[src/rtl/serdes_pkg.sv]
// rtl/serdes_pkg.sv - shared types, widths and parameter defaults for the 4:1 word aligner
//
// Contents:
//   WORD_W             parallel word width delivered by the ISERDESE2 (DDR, width 4)
//   DEF_*              default values for the aligner parameters
//   align_state_t      alignment FSM state encoding
//   sat_inc4()         4-bit increment that sticks at 15
package serdes_pkg;

    localparam int WORD_W = 4;

    localparam logic [WORD_W-1:0] DEF_TRAIN_PATTERN = 4'b1100;
    localparam int DEF_SETTLE_CYCLES = 3;
    localparam int DEF_MATCH_COUNT   = 16;
    localparam int DEF_MISS_LIMIT    = 4;
    localparam int DEF_MAX_SLIPS     = 8;

    typedef enum logic [2:0] {
        ST_CHECK  = 3'd0,
        ST_SLIP   = 3'd1,
        ST_SETTLE = 3'd2,
        ST_LOCKED = 3'd3,
        ST_FAIL   = 3'd4
    } align_state_t;

    function automatic logic [3:0] sat_inc4(input logic [3:0] v);
        return (v == 4'hF) ? v : v + 4'd1;
    endfunction

endpackage

[src/rtl/align_lock_mon.sv]
// rtl/align_lock_mon.sv - training-word compare and match/miss run counters for the aligner FSM
//
// Ports:
//   c           in   word-rate clock
//   rst         in   asynchronous active-high reset
//   din         in   current parallel word from the ISERDES
//   train       in   transmitter is sending the training word
//   check_en    in   FSM is in CHECK: count consecutive matches
//   lock_en     in   FSM is in LOCKED: count consecutive misses
//   clr         in   clear both counters (FSM transition or realign)
//   mismatch    out  din differs from the training word (combinational)
//   match_done  out  match run has reached MATCH_COUNT
//   miss_limit  out  miss run has reached MISS_LIMIT
module align_lock_mon
    import serdes_pkg::*;
#(
    parameter logic [WORD_W-1:0] TRAIN_PATTERN = DEF_TRAIN_PATTERN,
    parameter int                MATCH_COUNT   = DEF_MATCH_COUNT,
    parameter int                MISS_LIMIT    = DEF_MISS_LIMIT
) (
    input  logic              c,
    input  logic              rst,
    input  logic [WORD_W-1:0] din,
    input  logic              train,
    input  logic              check_en,
    input  logic              lock_en,
    input  logic              clr,
    output logic              mismatch,
    output logic              match_done,
    output logic              miss_limit
);

    localparam logic [7:0] MATCH_TGT = 8'(MATCH_COUNT);
    localparam logic [3:0] MISS_TGT  = 4'(MISS_LIMIT);

    logic [7:0] match_cnt;
    logic [3:0] miss_cnt;

    assign mismatch   = (din != TRAIN_PATTERN);
    // Strobes come from the registered counts, so the FSM acts one cycle
    // after the deciding word has been counted.
    assign match_done = (match_cnt == MATCH_TGT);
    assign miss_limit = (miss_cnt == MISS_TGT);

    always_ff @(posedge c or posedge rst) begin
        if (rst) begin
            match_cnt <= '0;
            miss_cnt  <= '0;
        end else if (clr) begin
            match_cnt <= '0;
            miss_cnt  <= '0;
        end else begin
            // With train low both counters are frozen.
            if (check_en && train) begin
                if (mismatch) begin
                    match_cnt <= '0;
                end else if (!match_done) begin
                    match_cnt <= match_cnt + 8'd1;
                end
            end
            if (lock_en && train) begin
                if (!mismatch) begin
                    miss_cnt <= '0;
                end else if (!miss_limit) begin
                    miss_cnt <= miss_cnt + 4'd1;
                end
            end
        end
    end

endmodule

[src/rtl/iserdes_4x_align.sv]
// rtl/iserdes_4x_align.sv - ISERDESE2 4:1 word aligner: bitslips until the training word locks, re-aligns on loss
//
// Optional feature macro: ISERDES_ALIGN_STATS_EN (enables the err_cnt mismatch counter).
//
// Ports:
//   c        in   word-rate clock (ISERDES CLKDIV)
//   rst      in   asynchronous active-high reset
//   din      in   [3:0] parallel word, din[0] = first bit received
//   train    in   transmitter is sending TRAIN_PATTERN
//   realign  in   one-cycle request to restart alignment
//   bitslip  out  one-cycle BITSLIP pulse to the ISERDESE2
//   dout     out  [3:0] din registered
//   dvalid   out  dout valid (locked and not training)
//   locked   out  alignment achieved
//   fail     out  slip budget exhausted without lock
//   slips    out  [3:0] slips since reset/realign, saturating at 15
//   err_cnt  out  [15:0] LOCKED-state training mismatches (zero unless stats enabled)
module iserdes_4x_align
    import serdes_pkg::*;
#(
    parameter logic [WORD_W-1:0] TRAIN_PATTERN = DEF_TRAIN_PATTERN,
    parameter int                SETTLE_CYCLES = DEF_SETTLE_CYCLES,
    parameter int                MATCH_COUNT   = DEF_MATCH_COUNT,
    parameter int                MISS_LIMIT    = DEF_MISS_LIMIT,
    parameter int                MAX_SLIPS     = DEF_MAX_SLIPS
) (
    input  logic              c,
    input  logic              rst,
    input  logic [WORD_W-1:0] din,
    input  logic              train,
    input  logic              realign,
    output logic              bitslip,
    output logic [WORD_W-1:0] dout,
    output logic              dvalid,
    output logic              locked,
    output logic              fail,
    output logic [3:0]        slips,
    output logic [15:0]       err_cnt
);

    localparam logic [7:0] SETTLE_LAST = 8'(SETTLE_CYCLES - 1);
    localparam logic [3:0] SLIP_MAX    = 4'(MAX_SLIPS);

    align_state_t state, state_next;
    logic [7:0]   settle_cnt;
    logic         mismatch;
    logic         match_done;
    logic         miss_limit;
    logic         mon_clr;

    // Every state change restarts the run counters; this covers the
    // SETTLE->CHECK restart and the lock-loss clear in one place.
    assign mon_clr = realign || (state_next != state);

    align_lock_mon #(
        .TRAIN_PATTERN(TRAIN_PATTERN),
        .MATCH_COUNT  (MATCH_COUNT),
        .MISS_LIMIT   (MISS_LIMIT)
    ) u_lock_mon (
        .c         (c),
        .rst       (rst),
        .din       (din),
        .train     (train),
        .check_en  (state == ST_CHECK),
        .lock_en   (state == ST_LOCKED),
        .clr       (mon_clr),
        .mismatch  (mismatch),
        .match_done(match_done),
        .miss_limit(miss_limit)
    );

    always_ff @(posedge c or posedge rst) begin
        if (rst) begin
            state <= ST_CHECK;
        end else begin
            state <= state_next;
        end
    end

    always_comb begin
        state_next = state;
        case (state)
            ST_CHECK: begin
                if (match_done) begin
                    state_next = ST_LOCKED;
                end else if (train && mismatch) begin
                    state_next = (slips >= SLIP_MAX) ? ST_FAIL : ST_SLIP;
                end
            end
            ST_SLIP:   state_next = ST_SETTLE;
            ST_SETTLE: begin
                if (settle_cnt >= SETTLE_LAST) begin
                    state_next = ST_CHECK;
                end
            end
            ST_LOCKED: begin
                if (miss_limit) begin
                    state_next = ST_SLIP;
                end
            end
            ST_FAIL:   state_next = ST_FAIL;
            default:   state_next = ST_CHECK;
        endcase
        // realign wins over any lock-loss or FAIL decision made this cycle.
        if (realign) begin
            state_next = ST_CHECK;
        end
    end

    always_comb begin
        bitslip = (state == ST_SLIP);
        locked  = (state == ST_LOCKED);
        fail    = (state == ST_FAIL);
    end

    always_ff @(posedge c or posedge rst) begin
        if (rst) begin
            dout       <= '0;
            dvalid     <= 1'b0;
            settle_cnt <= '0;
            slips      <= '0;
        end else begin
            dout   <= din;
            dvalid <= (state == ST_LOCKED) && !train;

            // Counts cycles spent in SETTLE; zero on entry.
            if ((state == ST_SETTLE) && (state_next == ST_SETTLE)) begin
                settle_cnt <= settle_cnt + 8'd1;
            end else begin
                settle_cnt <= '0;
            end

            // A lock loss starts a fresh slip budget; the SLIP state that
            // follows then counts itself.
            if (realign) begin
                slips <= '0;
            end else if ((state == ST_LOCKED) && (state_next == ST_SLIP)) begin
                slips <= '0;
            end else if (state == ST_SLIP) begin
                slips <= sat_inc4(slips);
            end
        end
    end

`ifdef ISERDES_ALIGN_STATS_EN
    always_ff @(posedge c or posedge rst) begin
        if (rst) begin
            err_cnt <= '0;
        end else if (realign) begin
            err_cnt <= '0;
        end else if ((state == ST_LOCKED) && train && mismatch && (err_cnt != 16'hFFFF)) begin
            err_cnt <= err_cnt + 16'd1;
        end
    end
`else
    assign err_cnt = '0;
`endif

endmodule

[config.mk]
export PLATFORM = sky130hd
export DESIGN_NAME = iserdes_4x_align
export DESIGN_NICKNAME = d
export VERILOG_FILES = /design/src/rtl/serdes_pkg.sv /design/src/rtl/align_lock_mon.sv /design/src/rtl/iserdes_4x_align.sv
export SDC_FILE = /design/constraint.sdc
export NUM_CORES = 1
export LEC_CHECK = 0
export CAP_MARGIN = 20
export CORE_UTILIZATION = 41
export DETAILED_ROUTE_END_ITERATION = 10
export GPL_ROUTABILITY_DRIVEN = 0
export PLACE_DENSITY = 0.66
export REMOVE_ABC_BUFFERS = 1
export SLEW_MARGIN = 20
export SYNTH_ARGS = -nofsm -noshare
export SYNTH_HDL_FRONTEND = slang
export SYNTH_SLANG_ARGS = --single-unit
[constraint.sdc]
create_clock -name c -period 2.15 [get_ports c]
set_input_delay 0.43 -clock c [delete_from_list [all_inputs] [get_ports c]]
set_output_delay 0.43 -clock c [all_outputs]
set_load 0.01 [all_outputs]
* After elaboration in Yosys (flattened, before gate mapping)
Cells that the tools add are included.
** Operators by class
- Add/subtract/negate cells :: 4
- Magnitude comparators :: 2
- Equal/unequal tests :: 14
- Muxes and demuxes :: 20
- Reductions and logical operators :: 15
** Operators by type and width (count)
- $mux 8 :: 5
- $mux 4 :: 8
- $mux 3 :: 6
- $add 8x1->8 const B :: 2
- $pmux 3 s5 :: 1
- $eq 3x2->1 const B :: 3
- $add 4x1->4 const B :: 2
- $eq 8x5->1 const B :: 1
- $ge 8x2->1 const B :: 1
- $eq 3x1->1 const B :: 2
- $logic_and 1x1->1 :: 6
- $ne 3x2->1 const B :: 2
- $reduce_and 2->1 :: 3
- $eq 4x3->1 const B :: 1
- $eq 4x4->1 const B :: 1
- $ge 4x4->1 const B :: 1
- $ne 4x4->1 const B :: 1
- $reduce_bool 2->1 :: 2
- $eq 3x3->1 const B :: 1
- $logic_not 3->1 :: 1
- $ne 3x3->1 :: 1
- $ne 3x3->1 const B :: 1
- $reduce_bool 3->1 :: 1
- $logic_not 1->1 :: 1
- $logic_or 1x1->1 :: 1
** Word-level totals
- Register bits after elaboration :: 32
- Input bits :: 8

* Longest topological paths before layout
- Depth in word-level cells :: 10
- Depth in mapped cells :: 7
- Mapped depth without buffers :: 6

* Hierarchy
A second synthesis with hierarchy kept.
** Unflattened totals
- Cell total of the unflattened synthesis :: 170
- Area, all modules :: 1765.4 µm²
** Modules (own cells, without submodules)
- iserdes_4x_align :: times used 1, cells an instance 92, area each 998.5 µm², seq. area each 500.5 µm²
- align_lock_mon :: times used 1, cells an instance 78, area each 767.0 µm², seq. area each 300.3 µm²

* Worst setup path after synthesis
OpenSTA, ideal clock, no wires.
- Path type :: register to register
- Start point :: register u_lock_mon.match_cnt[0]
- End point :: register u_lock_mon.match_cnt[2]
- Setup time :: 126 ps
- Data arrival time :: 1624 ps
- Required time :: 2024 ps
- Path slack :: 400 ps
- Stages on the path, launching flop included :: 8
- Clock period less this slack :: 1750 ps
- Path through :: dfrtp_1 -> inv_1 -> ha_1 -> nor4b_1 -> nand2_1 -> o21ai_1 -> buf_2 -> nor3_1
** On the way
- Cells in the longest elaborated chain, start to end :: 8
- Elaborated cells on any way between the ends :: 14
** RTL lines
- start, declared :: RTL line align_lock_mon.sv:36 : logic [7:0] match_cnt;
- start signal, assigned :: RTL line align_lock_mon.sv:58 : match_cnt <= match_cnt + 8'd1;
- $eq 8x5->1 :: RTL line align_lock_mon.sv:42 : assign match_done = (match_cnt == MATCH_TGT);
- $mux 3 :: RTL line iserdes_4x_align.sv:84 : if (match_done) begin
- $pmux 3 s5 :: RTL line iserdes_4x_align.sv:82 : case (state)
- $mux 3 :: RTL line iserdes_4x_align.sv:105 : if (realign) begin
- $ne 3x3->1 :: RTL line iserdes_4x_align.sv:53 : assign mon_clr = realign || (state_next != state);
- $logic_or 1x1->1 :: RTL line iserdes_4x_align.sv:53
- $ne 3x2->1 (no source line) or $reduce_bool 2->1 (tied branches)
- $reduce_and 2->1 (no source line)
Parallel ways exist; a longest one is shown, timed or not. The select of a mux whose other input is x is not followed.
A chain may end at the register's enable or synchronous reset.

* Worst setup path in the final report
- Start point :: register state[2]
- End point :: output bitslip
** On the way
- Cells in the longest elaborated chain, start to end :: 1
** RTL lines
- start, declared :: RTL line iserdes_4x_align.sv:44 : align_state_t state, state_next;
- start signal, assigned :: RTL line iserdes_4x_align.sv:76 : state <= state_next;
- $eq 3x1->1 :: RTL line iserdes_4x_align.sv:111 : bitslip = (state == ST_SLIP);
- end, declared :: RTL line iserdes_4x_align.sv:32 : output logic bitslip,
No other way between the ends.

==> metrics.md <==
| Metric | Value |
|---|---|
| Total power density per cell area | 609 mW/mm^2 |
| Maximum cell stage delay along the critical path | between 0.5 and 0.6 ns |
| Wire length of the first global-routing pass | between 6 and 7 mm |
| Number of global-route vias before repair | 1,391 |
| Clock tree buffer depth | 2 |
| Final worst clock skew | a little under 0.01 ns |
| Delay-heaviest family, CP | buffers and inverters |
| Final sum of negative setup slack | 0 ns |
| Cells after synthesis | around 180 |
| Sort of element at the start of the critical path | flip-flop |
| Crit path DAT | 1.59 ns |
| Final non-filler cell total | approximately 270 |
| Antenna diode count | 0 |
| Clock sink count | 32 |
| Filler Cells Inserted | between 400 and 500 |
| Part of the cycle the worst path needs | 0.938 |
| Number of enable flip-flop cells after synthesis | 0 |
| Sink of the worst hold path | settle_cnt[0]$_DFF_PP0_ |
| Nets | roughly 240 |
| Clock tree from TritonCTS | built |
| Syn Std Cell Area | 0.00184 sq mm |
| Maximum number of pins on one net before global-route repair | 33 |
| Worst Hold Margin | roughly 0.47 ns |
| Most used flip-flop cell after synthesis | dfrtp_1 |
| Cell total after placement | around 270 |
| Depth of the worst hold-timing path | 1 |
| Final design area excluding fillers | 0.00226 sq mm |
| Area of the multi-input gates | around 910 sq um |
| Crit-path slowest cell | clkdlybuf4s50_1 |
| Post-synthesis to final-layout area growth | 22.7% |
| RR Endpoint | u_lock_mon.match_cnt[7]$_DFFE_PP0P_ |
| Sequential-to-total area share from yosys stat | 0.434 |
| Floorplan die area | between 0.004 and 0.005 sq mm |
| Width of the die | about 69 microns |
| Total number of vias | approximately 1,400 |
| Maximum ir drop on the vdd rail | 0.400 mV |
| CTS root buffer | clkbuf_8 |
| # rows | 24 |
| CTS buffer count | 5 |
| Detail-routed via count per cell | between 5 and 6 |
| Worst path bufs/invs | 1 |
| DRC Markers | 0 |
| Overall die height | 69.1 microns |
| Number of max-capacitance violations reported | 0 |
| Worst hold-check path type | flip-flop to flip-flop |
| Endpoints failing hold | 0 |
| Fraction of registers with async set/reset | 1.00 |
| Worst path required time | ~1.7 ns |
| Count of final max-slew check failures | 0 |
| Area of the core | 0.00432 sq mm |
| Cells traversed along the worst timing path | nor3b_2 > clkdlybuf4s50_1 |
| Register Area | between 800 and 900 sq um |
| R2r startpoint | state[0]$_DFF_PP0_ |
| Setup repair after global routing missed its margin | false |
| Fmax achieved | slightly below 500 MHz |
| Layout cells sized above 1 | 0.153 |
| Number of failing setup endpoints in the final timing report | 0 |
| Initial detailed-routing violation count | 64 |
| Syn. warnings | 0 |
| Wire length per cell after detailed routing | 12.8 microns |
| Clock-pin slew of the registers on the worst-case setup and hold paths | about 0.070 ns |
| H-tree Lvls | 2 |
| Post-Synthesis Mean Instance Area | 10.2 sq um |
| GRT Total Usage | 0.159 |
| Depth of the most critical reg-to-reg path | 5 |
| Estimated wirelength of the detail-placed design | 2.52 mm |
| Total congestion overflow after global routing | 0 |
| Number of library cell types mapped by synthesis | 52 |
| Clock latency at the later pin of the worst-skew pair | approximately 0.28 ns |
| Startpoint of the lowest-slack hold path | settle_cnt[0]$_DFF_PP0_ |
| Most common library cell in the layout ignoring fill and taps | dfrtp_1 |
| Post-synthesis sequential element count | 32 |
| Count of buffers from port buffering | 19 |
| TritonRoute pass-1 iters | 4 |
| Critical path class | flip-flop to output port |
| Leakage power total | between 1 and 1.5 nW |
| Result of the run | finished, final reports clean |
| Detailed Route WL | between 3 and 4 mm |
| Setup bufs post-CTS | 0 |
| Logic depth of the worst setup path including buffers | 2 |
| Initial core utilization | 0.427 |
| R2R Setup Slk | a little under 0.3 ns |
| Most frequent cells in the layout | dfrtp_1 (30), conb_1 (21), clkdlybuf4s50_1 (18) |
| Post-placement cell area | approximately 0.0021 sq mm |
| I/O pin cnt | 36 |
| Setup crit end kind | output port |
| Critical path fanouts, max | 11 |
| Antenna Nets Post-Route | 0 |
| Post-route minimum period | about 2.0 ns |
| Initial antenna violation count | 0 |
state kept, by name, indices dropped and copies added, names as in the netlist:
name,count
settle_cnt,8
u_lock_mon.match_cnt,8
dout,4
slips,4
u_lock_mon.miss_cnt,4
state,3
dvalid,1
synth_stat cells, drive strengths merged (5+ instances only):
| master | count | area share |
|---|---|---|
| o21ai | 7 | 0.019 |
| buf | 22 | 0.092 |
| nor3 | 10 | 0.030 |
| nor2 | 9 | 0.018 |
| ha | 8 | 0.054 |
| inv | 10 | 0.020 |
| nand3 | 8 | 0.022 |
| a21oi | 5 | 0.014 |
| and3 | 5 | 0.017 |
| nor4 | 5 | 0.025 |
| dfrtp | 32 | 0.43 |
| nand2 | 12 | 0.024 |
report_power, final:
group          internal [mW]  switching [mW]  leakage [nW]
Clock                  0.343           0.225        0.0541
Combinational         0.0828           0.102         0.581
Sequential             0.617          0.0105         0.421
Total                   1.04           0.337          1.06
layer usage:
layer | GRT usage | up-vias | part of all wire
met5 | 0 | - | 0
met4 | 0.0522 | 0 | 0.012
met3 | 0.0351 | 4 | 0.048
met2 | 0.274 | 36 | 0.49
met1 | 0.198 | 669 | 0.45
li1 | - | 697 | -
what timing repair did:
item / 4_1_cts / 5_1_grt
hold buffers: 0 / 0
gates cloned: 0 / 0
resized for setup: 2 / 2
setup endpoints to repair: 2 / 2
pin swaps: 0 / 0
worst max path at each step:
stage | from | end | slack, ns
after floorplan | u_lock_mon.match_cnt[0]$_DFFE_PP0P_ | u_lock_mon.miss_cnt[2]$_DFFE_PP0P_ | 0.16
after global placement | train | u_lock_mon.match_cnt[7]$_DFFE_PP0P_ | -0.05
after detailed placement | train | u_lock_mon.match_cnt[7]$_DFFE_PP0P_ | -0.09
after CTS | state[1]$_DFF_PP0_ | fail | 0.0009
after global routing | state[2]$_DFF_PP0_ | bitslip | 0.06
final | state[2]$_DFF_PP0_ | bitslip | 0.13
through the flow:
stage,utilization,total power [mW],worst slack [ns]
2_1_floorplan,-,0.733,0.157
3_3_place_gp,0.495,0.822,-0.0530
3_5_place_dp,0.495,0.824,-0.0852
4_1_cts,0.523,1.40,0.000867
5_1_grt,0.523,1.44,0.0635
6_report,0.523,1.38,0.133
worst register-to-register path, delay by kind of cell, from the launching register on:
family	cells	cell delay [ns]
simple gates	3	1.01
flops	1	0.41
buf+inv	1	0.18
xor+xnor	1	0.16
cells by family (layout without fill, tap and decap cells):
group	count (synthesis)	after routing	synth area share
xor+xnor	4	4	0.0190
other cells	1	21	0.00203
mux	3	3	0.0163
fa+ha+maj	8	8	0.0543
flops	32	32	0.434
simple gates	69	69	0.241
buf+inv	33	54	0.114
compound gates	31	31	0.119
cell type report:
cell class | instances | share of cell area
clock inverters | 3 | 0.0188
repair buffers | 36 | 0.147
flip-flops and latches | 32 | 0.355
multi-input cells | 136 | 0.404
clock buffers | 5 | 0.0304
inverters | 10 | 0.0166
well taps | 52 | 0.0287
(Power assumes the default switching activity.)
==> variant: new RTL, config.mk and constraints unchanged <==
The option `ISERDES_ALIGN_STATS_EN` is turned on by a define.
--- a/src/rtl/iserdes_4x_align.sv
+++ b/src/rtl/iserdes_4x_align.sv
@@ -15,6 +15,8 @@
 //   fail     out  slip budget exhausted without lock
 //   slips    out  [3:0] slips since reset/realign, saturating at 15
 //   err_cnt  out  [15:0] LOCKED-state training mismatches (zero unless stats enabled)
+`define ISERDES_ALIGN_STATS_EN
+
 module iserdes_4x_align
     import serdes_pkg::*;
 #(
Function: no difference found for any inputs over 10 cycles, from zero or initial values and one cycle with rst high; that may be too few to reach the edited logic, so the function may still have changed.
==> variant against the original RTL <==
- area after synthesis up 34%
- total power up 20%
- worst setup slack worse by 0.11 ns
- clock skew down 0.0037 ns
- cell area up 41%
- sequential cell count up 16
- sequential power up 48%
- routed wire length up 44%
- count of clock-buffer cells in the layout unchanged
- first-iteration DRC count up 67%
- final cell count up 40%
- synthesized cell count up 37%
- critical path type unchanged
==> variant: results (changes against the original RTL) <==
outcome: "completed"  # unchanged
vias: 2012  # was 1406
cp_max_fo: 10  # was 11
htreeDepth: 2  # unchanged
grt_antenna_before_repair: 0  # unchanged
min_path_type: "in -> async"  # was reg -> reg
grt_pass1_wl_um: 8490  # was 6170 um
synthAdderAreaFrac: 0.0456  # was 0.0543
final_layout_size_suffix_gt1_frac: 0.193  # was 0.153
io_buffers: 35  # was 19
slowest_delay_ns: 0.59  # was 0.57 ns
cts_buffer_depth: 2  # unchanged
hpwl_um: 3730  # was 2520 um
reg.largest.list: "err_cnt x16, settle_cnt x8, u_lock_mon.match_cnt x8"  # was settle_cnt x8, u_lock_mon.match_cnt x8
wl_per_cell_um: 13.2  # was 12.8 um
gr-usage-all-layers: 0.177  # was 0.159
syn_avg_cell_area_um2: 9.96  # was 10.2 um^2
fin_hold_ws_ns: 0.412  # was 0.468 ns
yosys-top-cells-count: "dfrtp_1, nor2_1, nand2_1"  # was dfrtp_1, buf_4, nand2_1
ir_drop_mv: 0.431  # was 0.400 mV
drt_iter0_markers: 107  # was 64
synth_mux_area_frac: 0.0258  # was 0.0163
finalNetCount: 327  # was 237
dp.cells: 375  # was 266
async_flop_share: 1.00  # unchanged
cp_slowest_cell: "clkdlybuf4s50_1"  # unchanged
relSlewSlack: 0.543
r2r_start: "settle_cnt[1]"  # was state[0]
ys_types: 49  # was 52
ys_seq_area_frac: 0.486  # was 0.434
regToRegSetupSlack_ns: 0.11  # was 0.29 ns
clock_skew_ns: 0.00623  # was 0.00989 ns
insertedDiodeCount: 0  # unchanged
rr_worst_depth: 7  # was 5
yosys_warnings: 0  # unchanged
p_leak_nw: 1.36  # was 1.06 nW
r2r_end: "u_lock_mon.miss_cnt[2]"  # was u_lock_mon.match_cnt[7]
grt_pass1_vias: 1896  # was 1391
synth_area_leaders: "dfrtp_1, ha_1, nor2_1"  # was dfrtp_1, buf_4, ha_1
clk_latency_ns: 0.31  # was 0.28 ns
clk_pin_slew_ns: 0.09  # was 0.07 ns
synth_compound_area_frac: 0.0846  # was 0.119
viasPerCell: 5.25  # was 5.13
root_buffer: "clkbuf_8"  # unchanged
grt_max_degree: 32  # was 33
cp.arrival_ns: 1.69  # was 1.59 ns
synth-main-ff-cell: "dfrtp_1"  # unchanged
synthXorXnorAreaFrac: 0.0461  # was 0.0190
## variant: cell count changes in the layout (fill, tap and decap cells not counted), moves of 6 or more
cell and change:
conb_1 -16, dfrtp_1 +18, nand4_1 +6, clkdlybuf4s50_1 +16, a21oi_1 +8, nor2_2 +10
buf_4 +7, xnor2_1 +8, nor2_1 +18
## variant: worst max-delay path, delay by kind of cell (launching register included)
kind	cells	cell delay, ns
buffers and inverters	1	0.59
flip-flops	1	0.50
AND/OR/NAND/NOR	1	0.30
## variant: report_power, final
| part | internal, mW | switching (mW) | total [mW] | leakage [nW] |
|---|---|---|---|---|
| combinational | 0.0829 | 0.0943 | 0.177 | 0.668 |
| sequential | 0.917 | 0.0107 | 0.928 | 0.648 |
| clock | 0.231 | 0.324 | 0.555 | 0.0404 |
## variant: logic make-up (layout without fill, tap and decap cells)
logic type,count (synthesis),count (layout)
buf+inv,17,76
fa+ha+maj,9,9
compound gates,35,35
simple gates,119,119
mux,6,6
flops,48,48
other cells,1,5
xor+xnor,13,13
## variant: layer usage
metal | vias to the layer above | GRT usage | share of wire
li1 | 991 | - | -
met1 | 965 | 0.226 | 0.47
met2 | 46 | 0.283 | 0.47
met3 | 10 | 0.0366 | 0.042
met4 | 0 | 0.0873 | 0.019
met5 | - | 0 | 0
## variant: worst max path at each step
stage	endpoint	from
6_report	bitslip	state[2]
5_1_grt	fail	state[0]
4_1_cts	fail	state[0]
3_5_place_dp	err_cnt[14]	din[0]
3_3_place_gp	err_cnt[15]	train
2_1_floorplan	u_lock_mon.miss_cnt[2]	settle_cnt[0]
## variant: metrics by stage
| step | power [mW] | setup slack [ns] | area (um^2) | utilization | TNS, ns |
|---|---|---|---|---|---|
| global route | 1.72 | -0.0351 | 3200 | 0.567 | -0.111 |
| global placement | 1.12 | -0.130 | 3070 | 0.545 | -0.524 |
| floorplan | 1.03 | 0.0403 | 2420 | - | 0 |
| CTS | 1.68 | 0.0283 | 3180 | 0.564 | 0 |
| detailed placement | 1.12 | -0.0991 | 3070 | 0.545 | -0.440 |
| finish | 1.66 | 0.0275 | 3200 | 0.567 | 0 |
## variant: cell type report
cell class / count / area (um^2)
clock buffers: 5 / 68.8
clock inverters: 3 / 23.8
fillers: 485 / 2440
inverters: 8 / 30.0
multi-input cells: 187 / 1220
flip-flops and latches: 48 / 1200
well taps: 72 / 90.1
repair buffers: 60 / 566
## variant: what timing repair did
| item | in CTS | in global routing |
|---|---|---|
| setup endpoints to repair | 3 | 16 |
| pin swaps | 1 | 0 |
| buffers inserted | 0 | 0 |
| resized for setup | 3 | 5 |
